### src/rtl/br_pkg.sv
// Shared types and constants for the conditional branch unit.
package br_pkg;

  // Width of the condition index carried with a branch request.
  localparam int COND_W      = 4;
  // Fixed positions of the pseudo-conditions inside the flag word.
  localparam int FLAG_ALWAYS = 11;
  localparam int FLAG_NEVER  = 10;

  // Branch resolution FSM states.
  typedef enum logic [1:0] {
    ST_IDLE  = 2'd0,
    ST_WAIT  = 2'd1,
    ST_EVAL  = 2'd2,
    ST_REDIR = 2'd3
  } br_state_e;

  // A condition index is meaningful only when it addresses a real flag bit.
  function automatic logic cond_legal(input logic [COND_W-1:0] cond, input int nflag);
    return (int'(cond) < nflag);
  endfunction

endpackage

### src/rtl/cond_branch_unit_sat_counter.sv
// Saturating up-counter: counts pulses on i_inc and sticks at all-ones.
module sat_counter #(
  parameter int CNT_W = 16
) (
  input  logic             clk,
  input  logic             reset_n,
  input  logic             i_inc,
  output logic [CNT_W-1:0] o_cnt
);

  logic [CNT_W-1:0] r_cnt;

  // Increment on request unless already saturated; never wraps.
  always_ff @(posedge clk or negedge reset_n) begin
    if (!reset_n) begin
      r_cnt <= '0;
    end else if (i_inc && (r_cnt != {CNT_W{1'b1}})) begin
      r_cnt <= r_cnt + 1'b1;
    end
  end

  assign o_cnt = r_cnt;

endmodule

### src/rtl/cond_branch_unit.sv
// Conditional branch resolver: waits for in-flight CMP results to land in the
// compare-flag register, selects and optionally inverts one condition bit, and
// raises a fetch redirect for taken branches. Keeps taken / not-taken counts.
module cond_branch_unit
  import br_pkg::*;
#(
  parameter int ADDR_W  = 16,
  parameter int NFLAG   = 12,
  parameter int CMP_LAT = 1,
  parameter int CNT_W   = 16
) (
  input  logic              clk,
  input  logic              reset_n,
  input  logic [NFLAG-1:0]  i_comp_reg,
  input  logic              i_cmp_issue,
  input  logic              i_flush,
  input  logic              i_br_valid,
  output logic              o_br_ready,
  input  logic [3:0]        i_br_cond,
  input  logic              i_br_invert,
  input  logic [ADDR_W-1:0] i_br_target,
  output logic              o_redir_valid,
  input  logic              i_redir_ready,
  output logic [ADDR_W-1:0] o_redir_pc,
  output logic              o_res_valid,
  output logic              o_res_taken,
  output logic              o_illegal,
  output logic [CNT_W-1:0]  o_taken_cnt,
  output logic [CNT_W-1:0]  o_ntaken_cnt
);

  // Hazard counter sizing: must hold CMP_LAT.
  localparam int              PEND_W     = (CMP_LAT < 2) ? 1 : $clog2(CMP_LAT + 1);
  localparam logic [PEND_W-1:0] PEND_LOAD = PEND_W'(CMP_LAT);
  // Every 4-bit condition index addresses this padded flag space.
  localparam int              FLAG_SPACE = 1 << COND_W;

  br_state_e             r_state, w_state_nxt;
  logic [PEND_W-1:0]     r_pend;
  logic [COND_W-1:0]     r_cond;
  logic                  r_invert;
  logic [ADDR_W-1:0]     r_target;

  logic                  w_stable;
  logic                  w_accept;
  logic                  w_legal;
  logic                  w_taken;
  logic                  w_eval_fire;
  logic [FLAG_SPACE-1:0] w_flags_ext;

  // Flags are only trustworthy once no CMP is in flight and none issues now.
  assign w_stable = (r_pend == '0) && !i_cmp_issue;

  // Track outstanding CMP latency; a new CMP restarts the window, flush or not.
  always_ff @(posedge clk or negedge reset_n) begin
    if (!reset_n) begin
      r_pend <= '0;
    end else if (i_cmp_issue) begin
      r_pend <= PEND_LOAD;
    end else if (r_pend != '0) begin
      r_pend <= r_pend - 1'b1;
    end
  end

  // Pad the flag word to the full index space and force ALWAYS/NEVER so that
  // those encodings resolve the same regardless of the register contents.
  always_comb begin
    w_flags_ext              = '0;
    w_flags_ext[NFLAG-1:0]   = i_comp_reg;
    w_flags_ext[FLAG_ALWAYS] = 1'b1;
    w_flags_ext[FLAG_NEVER]  = 1'b0;
  end

  // Out-of-range conditions resolve not-taken, inversion notwithstanding.
  assign w_legal = cond_legal(r_cond, NFLAG);
  assign w_taken = w_legal & (w_flags_ext[r_cond] ^ r_invert);

  // Next-state logic; flush overrides everything and blocks acceptance.
  always_comb begin
    w_state_nxt = r_state;
    w_accept    = 1'b0;
    if (i_flush) begin
      w_state_nxt = ST_IDLE;
    end else begin
      case (r_state)
        ST_IDLE: begin
          if (i_br_valid) begin
            w_accept    = 1'b1;
            w_state_nxt = w_stable ? ST_EVAL : ST_WAIT;
          end
        end
        ST_WAIT: begin
          if (w_stable) w_state_nxt = ST_EVAL;
        end
        ST_EVAL: begin
          w_state_nxt = w_taken ? ST_REDIR : ST_IDLE;
        end
        ST_REDIR: begin
          if (i_redir_ready) w_state_nxt = ST_IDLE;
        end
        default: w_state_nxt = ST_IDLE;
      endcase
    end
  end

  // State register.
  always_ff @(posedge clk or negedge reset_n) begin
    if (!reset_n) begin
      r_state <= ST_IDLE;
    end else begin
      r_state <= w_state_nxt;
    end
  end

  // Capture the request on acceptance; the target doubles as the redirect PC
  // and stays put until the next acceptance, which keeps o_redir_pc stable.
  always_ff @(posedge clk or negedge reset_n) begin
    if (!reset_n) begin
      r_cond   <= '0;
      r_invert <= 1'b0;
      r_target <= '0;
    end else if (w_accept) begin
      r_cond   <= i_br_cond;
      r_invert <= i_br_invert;
      r_target <= i_br_target;
    end
  end

  // A flush arriving in EVAL abandons the branch: no pulse, no count.
  assign w_eval_fire   = (r_state == ST_EVAL) && !i_flush;

  assign o_br_ready    = (r_state == ST_IDLE);
  assign o_res_valid   = w_eval_fire;
  assign o_res_taken   = w_eval_fire & w_taken;
  assign o_illegal     = w_eval_fire & !w_legal;
  assign o_redir_valid = (r_state == ST_REDIR);
  assign o_redir_pc    = o_redir_valid ? r_target : '0;

  sat_counter #(.CNT_W(CNT_W)) u_taken_cnt (
    .clk     (clk),
    .reset_n (reset_n),
    .i_inc   (w_eval_fire & w_taken),
    .o_cnt   (o_taken_cnt)
  );

  sat_counter #(.CNT_W(CNT_W)) u_ntaken_cnt (
    .clk     (clk),
    .reset_n (reset_n),
    .i_inc   (w_eval_fire & !w_taken),
    .o_cnt   (o_ntaken_cnt)
  );

endmodule

### config.mk
export PLATFORM = sky130hd
export DESIGN_NAME = cond_branch_unit
export DESIGN_NICKNAME = d
export VERILOG_FILES = /design/src/rtl/br_pkg.sv /design/src/rtl/cond_branch_unit_sat_counter.sv /design/src/rtl/cond_branch_unit.sv
export SDC_FILE = /design/constraint.sdc
export NUM_CORES = 1
export LEC_CHECK = 0
export ABC_AREA = 1
export BUFFER_PORTS_ARGS = -buffer_cell sky130_fd_sc_hd__buf_2
export CELL_PAD_IN_SITES_DETAIL_PLACEMENT = 1
export CELL_PAD_IN_SITES_GLOBAL_PLACEMENT = 1
export CORE_UTILIZATION = 40
export DETAILED_ROUTE_END_ITERATION = 8
export GPL_ROUTABILITY_DRIVEN = 0
export PLACE_DENSITY_LB_ADDON = 0.2
export SYNTH_ARGS = -nofsm -noshare
export SYNTH_HDL_FRONTEND = slang
export SYNTH_HIERARCHICAL = 1
export SYNTH_SLANG_ARGS = --single-unit
### constraint.sdc
create_clock -name clk -period 2.8 [get_ports clk]
set_input_delay 0.42 -clock clk [delete_from_list [all_inputs] [get_ports clk]]
set_output_delay 0.42 -clock clk [all_outputs]
set_load 0.1 [all_outputs]
## Yosys cells after proc, flatten, opt, wreduce, memory -nomap -nowiden

Index checks and enable logic that the tools add are counted.

| operators by class | value |
|---|---|
| muxes and demuxes | 15 |
| reductions and logical operators | 10 |
| eq/ne operators | 8 |
| bitwise logic cells | 6 |
| add/subtract/negate cells | 3 |
| order comparisons | 2 |

Operators with widths:

| cell | count |
|---|---|
| $add 16x1->16 const B | 2 |
| $ne 16x16->1 const B | 2 |
| $mux 16 | 1 |
| $mux 2 | 6 |
| $pmux 2 s4 | 1 |
| $mux 1 | 6 |
| $ne 3x3->1 const B | 2 |
| $lt 4x5->1 const B | 1 |
| $and 1x1->1 | 4 |
| $bmux 1 s4 | 1 |
| $eq 2x2->1 const B | 2 |
| $logic_and 1x1->1 | 4 |
| $logic_not 1->1 | 4 |
| $lt 4x4->1 const B | 1 |
| $ne 3x2->1 const B | 1 |
| $reduce_and 3->1 | 1 |
| $eq 2x1->1 const B | 1 |
| $logic_not 2->1 | 1 |
| $not 1->1 | 1 |
| $sub 1x1->1 const B | 1 |
| $xor 1x1->1 | 1 |

| word-level totals | value |
|---|---|
| word-level logic and storage cells | 51 |
| output and inout port bits | 53 |
| input bits | 39 |
| flip-flop bits (word level) | 56 |

## Longest topological paths before layout

| depth | value |
|---|---|
| word-level depth | 7 |
| mapped depth | 18 |
| depth with buffers taken out | 18 |

## Cells and area by module

Netlist, hierarchy kept.

By module, submodules not included:

| module | cells an instance | sequential area each (sq um) | times used | area each (sq um) |
|---|---|---|---|---|
| sat_counter | 149 | 400.4 | 2 | 1058.5 |
| cond_branch_unit | 166 | 600.6 | 1 | 1252.5 |

## Worst setup path before layout

OpenSTA, ideal clock, no wires.

| path | value |
|---|---|
| path type | register to register |
| from | register r_cond[0] |
| to | register u_taken_cnt.r_cnt[15], in the netlist u_taken_cnt/o_cnt[15] |
| clock period less this slack | 3.272 ns |
| required time | 2.686 ns |
| cell stages (with the launch flop) | 17 |
| arrival | 3.158 ns |
| path slack | -0.472 ns |
| setup time | 0.114 ns |
| cells stage by stage | dfrtp_1 > inv_2 > nand2_2 > nand3_1 > nand3_2 > nand2_2 > nand3_2 > nand2_2 > nand3_1 > nor2_1 > inv_1 > nor2_1 > nand2_1 > nor2_1 > nand3_1 > nand2_1 > inv_1 |

| on the way | value |
|---|---|
| cells in the longest elaborated chain, start to end | 6 |
| elaborated cells on any way between the ends | 7 |

Ends and longest elaborated chain:

| item | line | text |
|---|---|---|
| start: declaration | cond_branch_unit.sv:40 | `logic [COND_W-1:0] r_cond;` |
| start signal: assignment | cond_branch_unit.sv:123 | `r_cond <= i_br_cond;` |
| $bmux 1 s4 | cond_branch_unit.sv:76 | `assign w_taken = w_legal & (w_flags_ext[r_cond] ^ r_invert);` |
| $mux 1 (implied by the code) | cond_branch_unit.sv:76 |  |
| $xor 1x1->1 | cond_branch_unit.sv:76 |  |
| $and 1x1->1 (*) | cond_branch_unit.sv:76 |  |
| $and 1x1->1 (*) | -- |  |
| named net o_res_taken | cond_branch_unit.sv:26 | `output logic o_res_taken,` |
| $logic_and 1x1->1 (*) | cond_branch_unit_sat_counter.sv:17 | `end else if (i_inc && (r_cnt != {CNT_W{1'b1}})) begin` |
| end signal: assignment | cond_branch_unit_sat_counter.sv:18 | `r_cnt <= r_cnt + 1'b1;` |
| end: declaration | cond_branch_unit_sat_counter.sv:11 | `logic [CNT_W-1:0] r_cnt;` |

Mark *: on every way through the listed nets, which the timed path passes. The rest lies on a longest branch. The select of a mux whose other input is x is not followed.
A chain may end at the register's enable or synchronous reset.

## Worst setup path in the final report

| path | value |
|---|---|
| from | register r_cond[0] |
| to | output port o_res_taken |

| on the way | value |
|---|---|
| cells in the longest elaborated chain, start to end | 5 |
| elaborated cells on any way between the ends | 6 |

Ends and longest elaborated chain:

| item | line | text |
|---|---|---|
| $bmux 1 s4 | cond_branch_unit.sv:76 |  |
| $mux 1 (implied by the code) | cond_branch_unit.sv:76 |  |
| $xor 1x1->1 | cond_branch_unit.sv:76 |  |
| $and 1x1->1 (*) | cond_branch_unit.sv:76 |  |
| $and 1x1->1 (*) | cond_branch_unit.sv:134 | `assign o_res_taken = w_eval_fire & w_taken;` |
| end: declaration | cond_branch_unit.sv:26 |  |

Mark *: on every way between the ends. The rest lies on a longest branch, timed or not. The select of a mux whose other input is x is not followed.

==> impl_metrics.ini <==
[run_status]
status = completed

[logic_synthesis]
postSynthAreaPerCell_sq_um = 7.26
seq_area_frac_synth_pct = 41.6
synth_seq_cells = 56
synth_area_sq_um = 3370
synth_fa_ha_area_share_pct = 0.743
ys_warn_count = 6
syn_inst = 464
yosys.area_share.simple_pct = 38.8
synth_compound_area_share_pct = 6.76
synth_top_family_by_area = simple AND/OR/NAND/NOR gates
synthDistinctLibCells = 28
synth-xor-area-share_pct = 3.12
synth_nets = 505
synthMuxAreaShare_pct = 0.334

[global_route]
antenna_found_initial = 0
grt_pass1_wl_um = 14600
track_usage_pct = 20.7
grt_pass1_vias = 3258
overflow = 0
grt_max_degree = 33

[critical_path]
critPathCaptureType = output pin
r2r-start = r_cond[0]$_DFFE_PN0P_
worst_r2r_endpoint = u_ntaken_cnt/o_cnt[10]$_DFFE_PN0P_
worst_path_most_repeated_cell = nand2_2
critPathBufInv = 2
path_delay_family = simple AND/OR/NAND/NOR gates
r2r_setup_slack_ns = 0.71
crit_fanout = 6
cp_slowest_cell = buf_2
path_cells = inv_2 > nand2_2 > nand3_1 > nand3_2 > nand2_2 > nand3_2 > nand2_2 > nand3_1 > nor2_2 > buf_2
path_class = flop to output pin
startpoint_type = flop
critical_path_arrival_ns = 2.08
slowest_delay_ns = 0.47
worst-r2r-cell-count = 13
cp.required_ns = 2.38

[job]
maxCapViolCount = 0

[sta]
setup_tns_ns = 0
fin_crit_sh_pct = 89.4
slew_headroom_pct = 48.1
finalHoldViolations = 0
fmax_ghz = 0.399
maxSlewViolCount = 0
setup-violations-final = 0
tightest_slew_ns = 0.779
finalCriticalPeriod_ns = 2.50
rsz0062_at_grt = false
fin_skew_ns = 0.00814

[floorplanning]
start_util_pct = 41.2
dieArea_sq_um = 8790
die_x_um = 93.8
fp.dieH_um = 93.8
core_region_area_sq_um = 8180
io_pins = 92
row_count = 33

[power_and_ir_drop]
irDropWorstVdd_mv = 0.491
leakagePower_nw = 2.12
power_density_nw_per_um2 = 938

[route]
wire_per_inst_um = 12.9
drt_iter0_drc = 84
vias_per_cell = 4.96
drt_pass1_iterations = 4
ant_nets = 0
drc = 0
dr_total_vias = 3270
wirelength_um = 8480

[clock_network]
clkSinkCount = 56
clock_latency_ns = 0.31
clkTransAtPathRegs_ns = 0.11
cts.path.max_buffers = 2
postCtsSetupBuffers = 0
cts_tree = done
numCtsBuffers = 5
ctsHoldBuffers = 0
cts_max_level = 2
root_buffer = clkbuf_8
ctsResizeCount = 0

[layout]
antenna_cells = 0
fin_nets = 594
final_area_sq_um = 4010
syn_to_final_growth_pct = 18.9
n_fill_cell = 1112
drive_gt1_share_pct = 26.2

[placed_design]
place_hpwl_um = 6620
port_buffers = 89
placed_cell_area_sq_um = 3910

[min_path]
hp-class = input pin to async pin
worst register-to-register path, stage by stage, from the launching register on:
cell,delay (ns)
dfrtp_1,0.45
inv_2,0.13
nand2_2,0.05
nand3_1,0.08
nand3_2,0.08
nand2_2,0.08
nand4_2,0.09
nand3_1,0.14
nand2_1,0.06
inv_1,0.13
inv_1,0.11
nor2_4,0.39
nand2_1,0.15
o21ai_2,0.08
registers in the layout, indices dropped and copies added (netlist names):
name and flops:
u_taken_cnt/o_cnt 16, u_ntaken_cnt/o_cnt 16, r_state 2, r_target 16, r_pend 1, r_cond 4, r_invert 1
logic make-up (layout without fill, tap and decap cells):
family	Yosys count	after routing
XOR/XNOR	12	12
buffers and inverters	68	158
AND/OR/NAND/NOR	283	283
AO/OA/AOI/OAI	42	42
flip-flops	56	56
adder cells (fa/ha/maj)	2	2
multiplexers	1	1
area by class of cell:
cell class                 count  area [sq um]  share of cell area, %
timing repair buffer          91           473                   11.8
sequential                    56          1400                   35.0
clock buffer                   6          82.6                   2.06
tap                          105           131                   3.28
inverter                      59           221                   5.53
clock inverter                 2          15.0                  0.375
multi-input combinational    340          1680                   42.0
synth_stat cells:
cell / n / area (sq um)
nand3_1: 20 / 100
xor2_1: 2 / 17.5
nand4_1: 10 / 62.6
o21ai_2: 4 / 35.0
nand2_2: 12 / 75.1
inv_1: 53 / 199
inv_2: 6 / 22.5
nand3_2: 5 / 50.1
nand2_1: 147 / 552
mux2_1: 1 / 11.3
xnor2_1: 10 / 87.6
o22ai_1: 1 / 6.26
dfrtp_1: 56 / 1400
a21oi_1: 21 / 105
ha_1: 2 / 25.0
nor2_2: 6 / 37.5
nand4_2: 2 / 25.0
o21ai_0: 15 / 75.1
nor3_1: 1 / 5.00
buf_2: 4 / 20.0
or2_0: 1 / 6.26
nand4_4: 2 / 42.5
buf_6: 4 / 45.0
a31oi_1: 1 / 6.26
clkbuf_1: 1 / 3.75
nor2_1: 68 / 255
nor2_4: 8 / 90.1
nand3b_1: 1 / 7.51
worst max path at each step:
stage | start | to | slack [ns] | cells past startpoint
6_report | r_cond[0]$_DFFE_PN0P_ | o_res_taken | 0.30 | 10
5_1_grt | r_cond[0]$_DFFE_PN0P_ | o_res_taken | 0.09 | 10
4_1_cts | r_cond[0]$_DFFE_PN0P_ | o_res_taken | 0.25 | 10
3_5_place_dp | i_comp_reg[9] | o_res_taken | 0.60 | 7
3_3_place_gp | i_comp_reg[9] | o_res_taken | 0.60 | 7
2_1_floorplan | r_cond[0]$_DFFE_PN0P_ | u_taken_cnt/o_cnt[15]$_DFFE_PN0P_ | 0.1 | 16
power breakdown:
| part | switching [mW] | internal (mW) | leakage [nW] | total, mW |
|---|---|---|---|---|
| registers | 0.216 | 1.06 | 0.671 | 1.28 |
| clock network | 0.279 | 0.201 | 0.0434 | 0.480 |
| logic | 1.60 | 0.403 | 1.40 | 2.00 |
placed cells by master (no fill, tap or decap), drive strengths merged:
cell type,netlist,layout
nand2,159,159
buf,8,91
nor2,82,82
inv,59,59
dfrtp,56,56
nand3,25,25
a21oi,21,21
o21ai,19,19
nand4,14,14
xnor2,10,10
clkbuf,1,6
clkinvlp,0,2
xor2,2,2
ha,2,2
or2,1,1
o22ai,1,1
a31oi,1,1
nand3b,1,1
nor3,1,1
mux2,1,1
layer usage:
layer  track usage, %  share of wire (%)  wire [um]  vias to the layer above
met2             37.0                 49       4160                       60
met5                0                  0          0                        -
met4             4.36               0.77         65                        0
met1             25.6                 46       3860                     1586
met3             4.37                4.6        389                        6
li1                 -                  -          -                     1618
per-stage QoR:
stage	util (%)	setup WS, ns	total power [mW]	std cells	hold WS [ns]
floorplan	-	0.0999	2.93	464	0.124
global placement	47.8	0.602	3.24	651	0.491
detailed placement	47.8	0.602	3.31	651	0.508
CTS	49.0	0.249	3.80	659	0.204
global route	49.0	0.0902	4.01	659	0.211
finish	49.0	0.297	3.76	659	0.160
Note: power is estimated with default switching activity, not from simulation.
